`src/rtl/spi_meas_master.sv`:
```
// SPI mode-0 master for the measurement core: sends {addr, rw}, then a burst of 24-bit words.
// On reads, SCK stalls low while a finished word has nowhere to go because rx_data is still held.
module spi_meas_master #(
    parameter int unsigned CLK_DIV   = 8,
    parameter int unsigned CS_GAP    = 4,
    parameter int unsigned MAX_WORDS = 4096,
    localparam int unsigned CNT_W    = $clog2(MAX_WORDS + 1)
) (
    input  logic             i_sys_clk,
    input  logic             i_rst_n,
    input  logic             i_start,
    input  logic [6:0]       i_cmd_addr,
    input  logic             i_cmd_rw,
    input  logic [CNT_W-1:0] i_num_words,
    input  logic [23:0]      i_tx_data,
    output logic             o_tx_take,
    output logic [23:0]      o_rx_data,
    output logic             o_rx_valid,
    input  logic             i_rx_ready,
    output logic             o_busy,
    output logic             o_done,
    output logic             o_sck,
    output logic             o_ncs,
    output logic             o_mosi,
    input  logic             i_miso
);

    localparam int unsigned TMR_MAX = (CLK_DIV > CS_GAP) ? CLK_DIV : CS_GAP;
    localparam int unsigned TMR_W   = $clog2(TMR_MAX + 1);

    typedef enum logic [2:0] {
        StIdle,
        StSetup,
        StCmd,
        StData,
        StStall,
        StTail,
        StDone
    } state_t;

    state_t           r_state;
    logic [TMR_W-1:0] r_tmr;
    logic [4:0]       r_bit;
    logic [CNT_W-1:0] r_word;
    logic [CNT_W-1:0] r_nwords;
    logic [6:0]       r_addr;
    logic             r_rw;
    logic [23:0]      r_tx_shift;
    logic [23:0]      r_rx_shift;
    logic             r_rx_full;
    logic [23:0]      r_rx_data;
    logic             r_rx_valid;
    logic             r_sck;
    logic             r_ncs;
    logic             r_mosi;
    logic             r_busy;
    logic             r_done;
    logic             r_tx_take;

    logic             w_div_end;
    logic             w_gap_end;
    logic             w_last_bit;
    logic             w_last_word;
    logic             w_data_rd;
    logic             w_first_mosi;
    logic             w_rx_xfer;
    logic             w_rx_block;
    logic [CNT_W-1:0] w_nwords;

    assign w_div_end    = (r_tmr == TMR_W'(CLK_DIV - 1));
    assign w_gap_end    = (r_tmr == TMR_W'(CS_GAP - 1));
    assign w_last_bit   = (r_state == StCmd) ? (r_bit == 5'd7) : (r_bit == 5'd23);
    assign w_last_word  = (r_word == r_nwords - 1'b1);
    assign w_data_rd    = (r_state == StData) && r_rw;
    assign w_first_mosi = !r_rw && i_tx_data[23];
    assign w_nwords     = (i_num_words > CNT_W'(MAX_WORDS)) ? CNT_W'(MAX_WORDS) : i_num_words;

    // A completed read word moves to rx_data when the holding register is free or being drained.
    assign w_rx_xfer  = r_rx_full && (!r_rx_valid || i_rx_ready);
    assign w_rx_block = r_rx_full && !w_rx_xfer;

    always_ff @(posedge i_sys_clk) begin
        if (!i_rst_n) begin
            r_state    <= StIdle;
            r_tmr      <= '0;
            r_bit      <= '0;
            r_word     <= '0;
            r_nwords   <= '0;
            r_addr     <= '0;
            r_rw       <= 1'b0;
            r_tx_shift <= '0;
            r_rx_shift <= '0;
            r_rx_full  <= 1'b0;
            r_rx_data  <= '0;
            r_rx_valid <= 1'b0;
            r_sck      <= 1'b0;
            r_ncs      <= 1'b1;
            r_mosi     <= 1'b0;
            r_busy     <= 1'b0;
            r_done     <= 1'b0;
            r_tx_take  <= 1'b0;
        end else begin
            r_done    <= 1'b0;
            r_tx_take <= 1'b0;

            if (w_rx_xfer) begin
                r_rx_data  <= r_rx_shift;
                r_rx_valid <= 1'b1;
                r_rx_full  <= 1'b0;
            end else if (r_rx_valid && i_rx_ready) begin
                r_rx_valid <= 1'b0;
            end

            case (r_state)
                StIdle: begin
                    if (i_start) begin
                        r_state  <= StSetup;
                        r_tmr    <= '0;
                        r_ncs    <= 1'b0;
                        r_busy   <= 1'b1;
                        r_addr   <= i_cmd_addr;
                        r_rw     <= i_cmd_rw;
                        r_nwords <= w_nwords;
                    end
                end

                StSetup: begin
                    if (w_gap_end) begin
                        r_state    <= StCmd;
                        r_tmr      <= '0;
                        r_bit      <= '0;
                        r_tx_shift <= {r_addr, r_rw, 16'h0000};
                        r_mosi     <= r_addr[6];
                    end else begin
                        r_tmr <= r_tmr + 1'b1;
                    end
                end

                StCmd, StData: begin
                    if (!w_div_end) begin
                        r_tmr <= r_tmr + 1'b1;
                    end else if (!r_sck) begin
                        r_tmr <= '0;
                        r_sck <= 1'b1;
                        if (w_data_rd) begin
                            r_rx_shift <= {r_rx_shift[22:0], i_miso};
                            if (r_bit == 5'd23) r_rx_full <= 1'b1;
                        end
                    end else begin
                        r_tmr <= '0;
                        r_sck <= 1'b0;
                        if (!w_last_bit) begin
                            r_bit      <= r_bit + 1'b1;
                            r_tx_shift <= r_tx_shift << 1;
                            r_mosi     <= w_data_rd ? 1'b0 : r_tx_shift[22];
                        end else begin
                            r_bit <= '0;
                            if (r_state == StCmd && r_nwords == '0) begin
                                r_state <= StTail;
                                r_mosi  <= 1'b0;
                            end else if (r_state == StCmd) begin
                                r_state <= StData;
                                r_word  <= '0;
                                r_mosi  <= w_first_mosi;
                                if (!r_rw) begin
                                    r_tx_shift <= i_tx_data;
                                    r_tx_take  <= 1'b1;
                                end
                            end else if (w_data_rd && w_rx_block) begin
                                r_state <= StStall;
                            end else if (w_last_word) begin
                                r_state <= StTail;
                                r_mosi  <= 1'b0;
                            end else begin
                                r_word <= r_word + 1'b1;
                                r_mosi <= w_first_mosi;
                                if (!r_rw) begin
                                    r_tx_shift <= i_tx_data;
                                    r_tx_take  <= 1'b1;
                                end
                            end
                        end
                    end
                end

                // SCK parked low; the word count only moves once the finished word is handed off.
                StStall: begin
                    r_tmr <= '0;
                    if (!w_rx_block) begin
                        if (w_last_word) begin
                            r_state <= StTail;
                        end else begin
                            r_state <= StData;
                            r_word  <= r_word + 1'b1;
                        end
                    end
                end

                StTail: begin
                    if (w_gap_end) begin
                        r_state <= StDone;
                        r_ncs   <= 1'b1;
                    end else begin
                        r_tmr <= r_tmr + 1'b1;
                    end
                end

                StDone: begin
                    r_state <= StIdle;
                    r_done  <= 1'b1;
                    r_busy  <= 1'b0;
                end

                default: r_state <= StIdle;
            endcase
        end
    end

    assign o_tx_take  = r_tx_take;
    assign o_rx_data  = r_rx_data;
    assign o_rx_valid = r_rx_valid;
    assign o_busy     = r_busy;
    assign o_done     = r_done;
    assign o_sck      = r_sck;
    assign o_ncs      = r_ncs;
    assign o_mosi     = r_mosi;

endmodule
```
`config.mk`:
```
export PLATFORM = sky130hd
export DESIGN_NAME = spi_meas_master
export DESIGN_NICKNAME = d
export VERILOG_FILES = /design/src/rtl/spi_meas_master.sv
export SDC_FILE = /design/constraint.sdc
export NUM_CORES = 1
export LEC_CHECK = 0
export BUFFER_PORTS_ARGS = -buffer_cell sky130_fd_sc_hd__buf_2
export CAP_MARGIN = 20
export CORE_MARGIN = 4
export CORE_UTILIZATION = 35
export CTS_CLUSTER_DIAMETER = 40
export DETAILED_ROUTE_END_ITERATION = 8
export GPL_TIMING_DRIVEN = 0
export SYNTH_ARGS = -nofsm -noshare
export SYNTH_HDL_FRONTEND = slang
export SYNTH_SLANG_ARGS = --single-unit
```
`constraint.sdc`:
```
create_clock -name i_sys_clk -period 4.65 [get_ports i_sys_clk]
set_input_delay 0.465 -clock i_sys_clk [delete_from_list [all_inputs] [get_ports i_sys_clk]]
set_output_delay 0.465 -clock i_sys_clk [all_outputs]
set_load 0.01 [all_outputs]
```
==> flow_metrics.py, run 1 <==
metrics = {
    "synthesis": {
        "synth_seq_cells": 125,
        "synth_nets": 783,
        "ys.warnings.count": 0,
        "synthCells": 729,
        "synth_edf_count": 0,
        "synth_ff_type": "dfxtp_1",
        "netlist_area_um2": 5969,
        "yosysSeqAreaShare_pct": 41.92,
        "ys_async_sr_fraction_pct": 0,
        "ys_types": 62,
        "avgSynthCellArea_um2": 8.189,
    },
    "status": {
        "status": "completed",
    },
    "grt": {
        "use_met1_pct": 21.42,
        "gr-total-overflow": 0,
        "grt_usage_pct": 16.00,
        "use_met3_pct": 4.414,
        "grt_max_degree": 17,
        "grt_pass1_vias": 5191,
        "grt_pass1_wl_mm": 25.47,
        "antenna_found_initial": 1,
        "use_met2_pct": 24.74,
        "grt.busiest_layer": "met2",
    },
    "detailed_routing": {
        "dr.pass1.iters": 4,
        "ant_nets": 0,
        "wirelength_mm": 15.50,
        "detail_route.wl_per_cell_um": 14.60,
        "drc": 0,
        "via_count": 5468,
        "drt_iter0_drc": 281,
        "vias_per_cell": 5.149,
    },
    "final_layout": {
        "synthToLayoutAreaGrowth_pct": 21.40,
        "multi_input_area_um2": 3191,
        "nets": 883,
        "num_antenna_cells": 0,
        "mostFrequentLayoutCell": "nand2_1",
        "drive_above_1_share_pct": 16.75,
        "final_util_pct": 43.55,
        "layout_common_cells": "nand2_1, dfxtp_1, a21oi_1, buf_2, clkbuf_1",
        "regArea_um2": 2502,
        "stdcell_area_um2": 7247,
        "fill_cells": 1694,
    },
    "sta": {
        "max_slew.worst_pin.slew_ns": 0.8927,
        "finalSetupViolations": 0,
        "clock-skew-final_ns": 0.01420,
        "hold_violations": 0,
        "maxSlewHeadroom_pct": 39.98,
        "fin_crit_ns": 3.552,
        "fmax_mhz": 281.6,
        "period_share_pct": 76.38,
        "finalMaxSlewViolations": 0,
        "grt_setup_unrepaired": "false",
        "tns_ns": 0,
    },
    "clock_tree": {
        "clkSinkCount": 125,
        "cts_resized": 0,
        "postCtsHoldBufs": 0,
        "cts_tree": "yes",
        "numCtsBuffers": 17,
        "clock_path_buffers": 2,
        "cts_setup_buffers": 0,
        "insertion_delay_ns": 0.42,
        "clk_pin_slew_ns": 0.06,
        "cts_root_buf": "clkbuf_16",
        "cts_max_level": 4,
    },
    "setup_path": {
        "arrival_ns": 3.86,
        "start_kind": "flip-flop",
        "cp_data_required_time_ns": 4.96,
        "cpLargestDelayFamily": "simple AND/OR/NAND/NOR gates",
        "worstSetupPathType": "reg2reg",
        "critPathSlowestCell": "o31ai_1",
        "endpoint_kind": "flip-flop",
        "path_max_fanout": 10,
        "cp_slowest_stage_delay_ns": 0.74,
        "critPathBufInv": 3,
        "worstPathCellList": "buf_6 > inv_1 > ha_1 > nor3b_2 > nand4_1 > nor3_2 > a21oi_1 > o31ai_1 > clkbuf_1 > nor4_1 > a31o_1",
    },
    "place": {
        "hpwl_mm": 11.18,
        "dpl-instance-area_um2": 6645,
        "io_buffers": 80,
        "gp_congestion": 0.8204,
    },
    "floorplan": {
        "ios": 81,
        "die_h_um": 138.6,
        "rows": 47,
        "core-area_um2": 16640,
        "die_area_um2": 19210,
        "die_width_um": 138.6,
        "start_util_pct": 35.87,
    },
    "pwr": {
        "power-per-cell-area_nw_per_um2": 434.1,
        "leakage_nw": 2.585,
        "peakVddDrop_mv": 0.3187,
    },
    "job": {
        "maxCapViolations": 0,
    },
    "worst_hold_path": {
        "holdCritPathClass": "in2reg",
    },
}
==> stage by stage <==
step / setup slack [ns] / total power (W) / instances / hold WS (ns)
after floorplan: 1.900 / 0.001663 / 729 / 0.4321
after global placement: 1.200 / 0.001835 / 1029 / 0.4399
after detailed placement: 1.220 / 0.001835 / 1029 / 0.4454
after CTS: 1.209 / 0.003178 / 1061 / 0.2662
after global routing: 0.7065 / 0.003301 / 1062 / 0.2752
final: 1.098 / 0.003146 / 1062 / 0.2849
==> final cells by class <==
cell class	count	area share [%]
clock buffers	18	6.060
well taps	220	3.798
repair buffers	81	5.594
inverters	8	0.4144
plain buffers	54	3.401
multi-input cells	542	44.03
clock inverters	14	2.175
flip-flops and latches	125	34.53
==> state kept, by name (all words and copies together), names as in the netlist, 3 cells and up <==
| signal | flops |
|---|---|
| o_rx_data | 24 |
| r_rx_shift | 24 |
| r_tx_shift | 23 |
| r_nwords | 13 |
| r_word | 13 |
| r_addr | 7 |
| r_bit | 5 |
| r_tmr | 4 |
| r_state | 3 |
==> tightest hold or removal path, cell delays in order <==
cell,delay [ns]
buf_2,0.10
nand2_1,0.05
a21oi_1,0.05
==> metal layers <==
layer  share of wire, %  wire length [um]
met1                 49              7600
met2                 45              6936
met3                4.3               664
met4                1.9               295
met5              0.045                 7
==> final timing paths <==
check	from	to	slack, ns	cells past startpoint
worst min register to register	o_rx_data[7]	o_rx_data[7]	0.45	2
worst max register to register	r_nwords[0]	r_tx_shift[15]	1.10	11
worst max-delay path	r_nwords[0]	r_tx_shift[15]	1.10	11
worst min-delay path	i_cmd_addr[5]	r_addr[5]	0.28	3
==> power breakdown <==
group	total (W)	switching [W]	leakage, nW	internal (W)
clock	0.00133	0.000519	0.289	0.000812
combinational	0.000650	0.000404	1.29	0.000246
sequential	0.00117	0.0000478	1.01	0.00112
total	0.00315	0.000970	2.59	0.00218
==> synth_stat cells (5+ instances only) <==
| cell | instances | area [um^2] |
|---|---|---|
| dfxtp_1 | 125 | 2502 |
| o31ai_1 | 7 | 52.55 |
| nor2_1 | 29 | 108.9 |
| a22oi_1 | 8 | 60.06 |
| o21ai_0 | 17 | 85.08 |
| nand2b_1 | 7 | 43.79 |
| a31o_1 | 12 | 105.1 |
| clkbuf_1 | 44 | 165.2 |
| nand3b_1 | 7 | 52.55 |
| or4_1 | 12 | 90.09 |
| nor3_1 | 9 | 45.04 |
| o211ai_1 | 15 | 112.6 |
| nand2_1 | 164 | 615.6 |
| nor4_1 | 29 | 181.4 |
| inv_1 | 8 | 30.03 |
| mux2i_1 | 32 | 320.3 |
| or3_1 | 9 | 56.30 |
| xnor2_1 | 15 | 131.4 |
| nand3_1 | 13 | 65.06 |
| nand4_1 | 8 | 50.05 |
| a21oi_1 | 83 | 415.4 |
| buf_6 | 5 | 56.30 |
==> cell families after synthesis <==
logic type | after synthesis | share of synthesized area [%]
AO/OA/AOI/OAI | 170 | 18.11
XOR/XNOR | 19 | 2.788
flip-flops | 125 | 41.92
AND/OR/NAND/NOR | 317 | 26.35
multiplexers | 32 | 5.366
adder cells (fa/ha/maj) | 4 | 0.8384
buffers and inverters | 62 | 4.632
No activity file was read; power rests on OpenSTA's default activity.
==> run 2, diff against run 1 <==
==> constraint.sdc (replaced) <==
create_clock -name i_sys_clk -period 3.3 [get_ports i_sys_clk]
set_input_delay 0.33 -clock i_sys_clk [delete_from_list [all_inputs] [get_ports i_sys_clk]]
set_output_delay 0.33 -clock i_sys_clk [all_outputs]
set_load 0.01 [all_outputs]
==> run 2 against run 1 <==
Net effect: final area rose by 0.79%; fmax grew 15%; combinational power is 43% higher; power increased by 41%; die area did not move; critical path depth grew 2; critical path type unchanged; sequential power grew 40%; sequential share of layout area is 0.27 points lower; routed wire length grew 0.90%; global-route usage is 0.059 points higher; first-iteration DRC count down 5.3%.
==> flow_metrics.py, run 2 (synthesis gave the netlist of run 1 again) <==
metrics = {
    "status": {
        "status": "completed",
    },
    "clock_tree": {
        "cts_max_level": 4,
        "clkSinkCount": 125,
        "clk_pin_slew_ns": 0.06,
        "cts_root_buf": "clkbuf_16",
        "insertion_delay_ns": 0.42,
        "cts_tree": "yes",
        "numCtsBuffers": 17,
        "clock_path_buffers": 2,
    },
    "job": {
        "maxCapViolations": 0,
    },
    "setup_path": {
        "reg2reg_from": "r_nwords[0]",
        "r2r_slack_ns": 0.22,
        "reg2reg_depth": 13,
        "cp_data_required_time_ns": 3.61,
        "worstPathCellList": "buf_6 > inv_1 > ha_1 > nor3b_4 > o211ai_1 > o2bb2ai_1 > a211oi_2 > nor4_4 > buf_4 > or2_1 > buf_6 > buf_6 > a31o_1",
        "arrival_ns": 3.39,
        "path_max_fanout": 10,
        "worstSetupPathType": "reg2reg",
        "critPathCapture": "r_tx_shift[15]",
        "critPathSlowestCell": "a211oi_2",
        "cp_slowest_stage_delay_ns": 0.50,
        "r2r-end": "r_tx_shift[15]",
        "crit_start": "r_nwords[0]",
        "path_common_cell": "buf_6",
        "start_kind": "flip-flop",
        "endpoint_kind": "flip-flop",
    },
    "sta": {
        "hold_violations": 0,
        "tns_ns": 0,
        "period_share_pct": 93.21,
        "finalSetupViolations": 0,
        "fmax_mhz": 325.1,
        "grt_setup_unrepaired": "true",
        "fin_crit_ns": 3.076,
        "finalMaxSlewViolations": 0,
        "clock-skew-final_ns": 0.01090,
        "max_slew.worst_pin.slew_ns": 0.8182,
        "maxSlewHeadroom_pct": 44.74,
        "setup_ws_ns": 0.2240,
    },
    "place": {
        "gp_congestion": 0.8204,
        "hpwl_mm": 11.18,
        "io_buffers": 80,
        "dpl-instance-area_um2": 6645,
        "place_ws_ns": -0.1297,
        "dpl.cell_count": 1029,
    },
    "final_layout": {
        "drive_above_1_share_pct": 17.38,
        "mostFrequentLayoutCell": "nand2_1",
        "nets": 887,
        "num_antenna_cells": 0,
        "finalNonFillerCells": 1066,
        "layout_common_cells": "nand2_1, dfxtp_1, a21oi_1, buf_2, clkbuf_1",
        "synthToLayoutAreaGrowth_pct": 22.36,
        "stdcell_area_um2": 7305,
    },
    "pwr": {
        "p_comb_share_pct": 20.9,
        "clock_power_share_pct": 42.1,
        "swShare_pct": 30.99,
        "intPower_w": 0.003069,
        "peakVddDrop_mv": 0.4498,
        "leakage_nw": 2.623,
        "power-per-cell-area_nw_per_um2": 608.7,
        "pwr-share-seq_pct": 36.9,
        "power.net_switching_w": 0.001378,
    },
    "worst_hold_path": {
        "holdCritPathClass": "in2reg",
    },
    "floorplan": {
        "die_area_um2": 19210,
        "start_util_pct": 35.87,
        "ios": 81,
        "die_h_um": 138.6,
        "die_width_um": 138.6,
        "core-area_um2": 16640,
        "rows": 47,
    },
    "detailed_routing": {
        "ant_nets": 0,
        "dr.pass1.iters": 5,
        "vias_per_cell": 5.181,
        "via_count": 5523,
        "drt_iter0_drc": 266,
        "detail_route.wl_per_cell_um": 14.68,
        "drc": 0,
        "wirelength_mm": 15.64,
    },
    "grt": {
        "grt_pass1_vias": 5223,
        "grt_usage_pct": 16.06,
        "grt_max_degree": 17,
        "antenna_found_initial": 1,
        "gr-total-overflow": 0,
        "grt_pass1_wl_mm": 25.56,
    },
}
[run 2: cell count changes in the layout (fill, tap and decap cells not counted)]
cell / delta
buf_4: +4
clkbuf_1: -1
clkbuf_2: +1
nor3_2: -1
nor3_4: +1
nor3b_2: -1
nor3b_4: +1
o31ai_1: -1
o31ai_4: +1
[run 2: worst max-delay path, delay by kind of cell, from the launching register on]
kind,cells,cell delay [ns]
AOI/OAI and AO/OA,4,1.02
buffers and inverters,5,0.66
and+or+nand+nor,3,0.68
DFF,1,0.30
adders and majority gates,1,0.30
[run 2: worst min-delay path by stage]
stage                     cells after the start             end  slack, ns           start
after floorplan                               2  r_rx_shift[23]       0.43  r_rx_shift[23]
after global placement                        2   o_rx_data[23]       0.44  r_rx_shift[23]
after detailed placement                      2    o_rx_data[0]       0.45    o_rx_data[0]
after CTS                                     3       r_addr[5]       0.13   i_cmd_addr[5]
after global routing                          3       r_addr[4]       0.14   i_cmd_addr[4]
final                                         3       r_addr[5]       0.15   i_cmd_addr[5]
[run 2: repair_timing]
| item | in CTS | in global routing |
|---|---|---|
| pin swaps | 1 | 3 |
| hold buffers | 0 | 0 |
| buffers inserted | 0 | 4 |
| endpoints found under the setup margin | 27 | 35 |
| gates resized for setup | 2 | 4 |
[run 2: power groups by stage]
stage	sequential, W	clock [W]	combinational [W]
after floorplan	0.00165	0	0.000688
after global placement	0.00167	0	0.000911
after detailed placement	0.00167	0	0.000911
after CTS	0.00164	0.00192	0.000923
after global routing	0.00165	0.00198	0.00103
final	0.00164	0.00187	0.000931
[run 2: final cells by class]
| cell class | instances | area (um^2) |
|---|---|---|
| tap | 220 | 275.3 |
| inverter | 8 | 30.03 |
| timing repair buffer | 85 | 435.4 |
| clock buffer | 18 | 439.2 |
| multi-input combinational | 542 | 3217 |
| clock inverter | 14 | 157.7 |
| fill | 1687 | 9338 |
| buffer | 54 | 247.7 |
| sequential | 125 | 2502 |
[run 2: metal layers]
metal	GRT usage (%)	wire, um	up-vias
li1	-	-	2841
met1	21.49	7592	2555
met2	24.64	7056	102
met3	4.448	694	23
met4	6.292	293	2
met5	0	7	-
[run 2: per-stage QoR]
step           power, W  utilization [%]  hold WS (ns)
2_1_floorplan  0.002343                -        0.4321
3_3_place_gp   0.002586            39.93        0.4399
3_5_place_dp   0.002586            39.93        0.4454
4_1_cts        0.004484            43.58        0.1312
5_1_grt        0.004669            43.89        0.1402
6_report       0.004447            43.89        0.1503
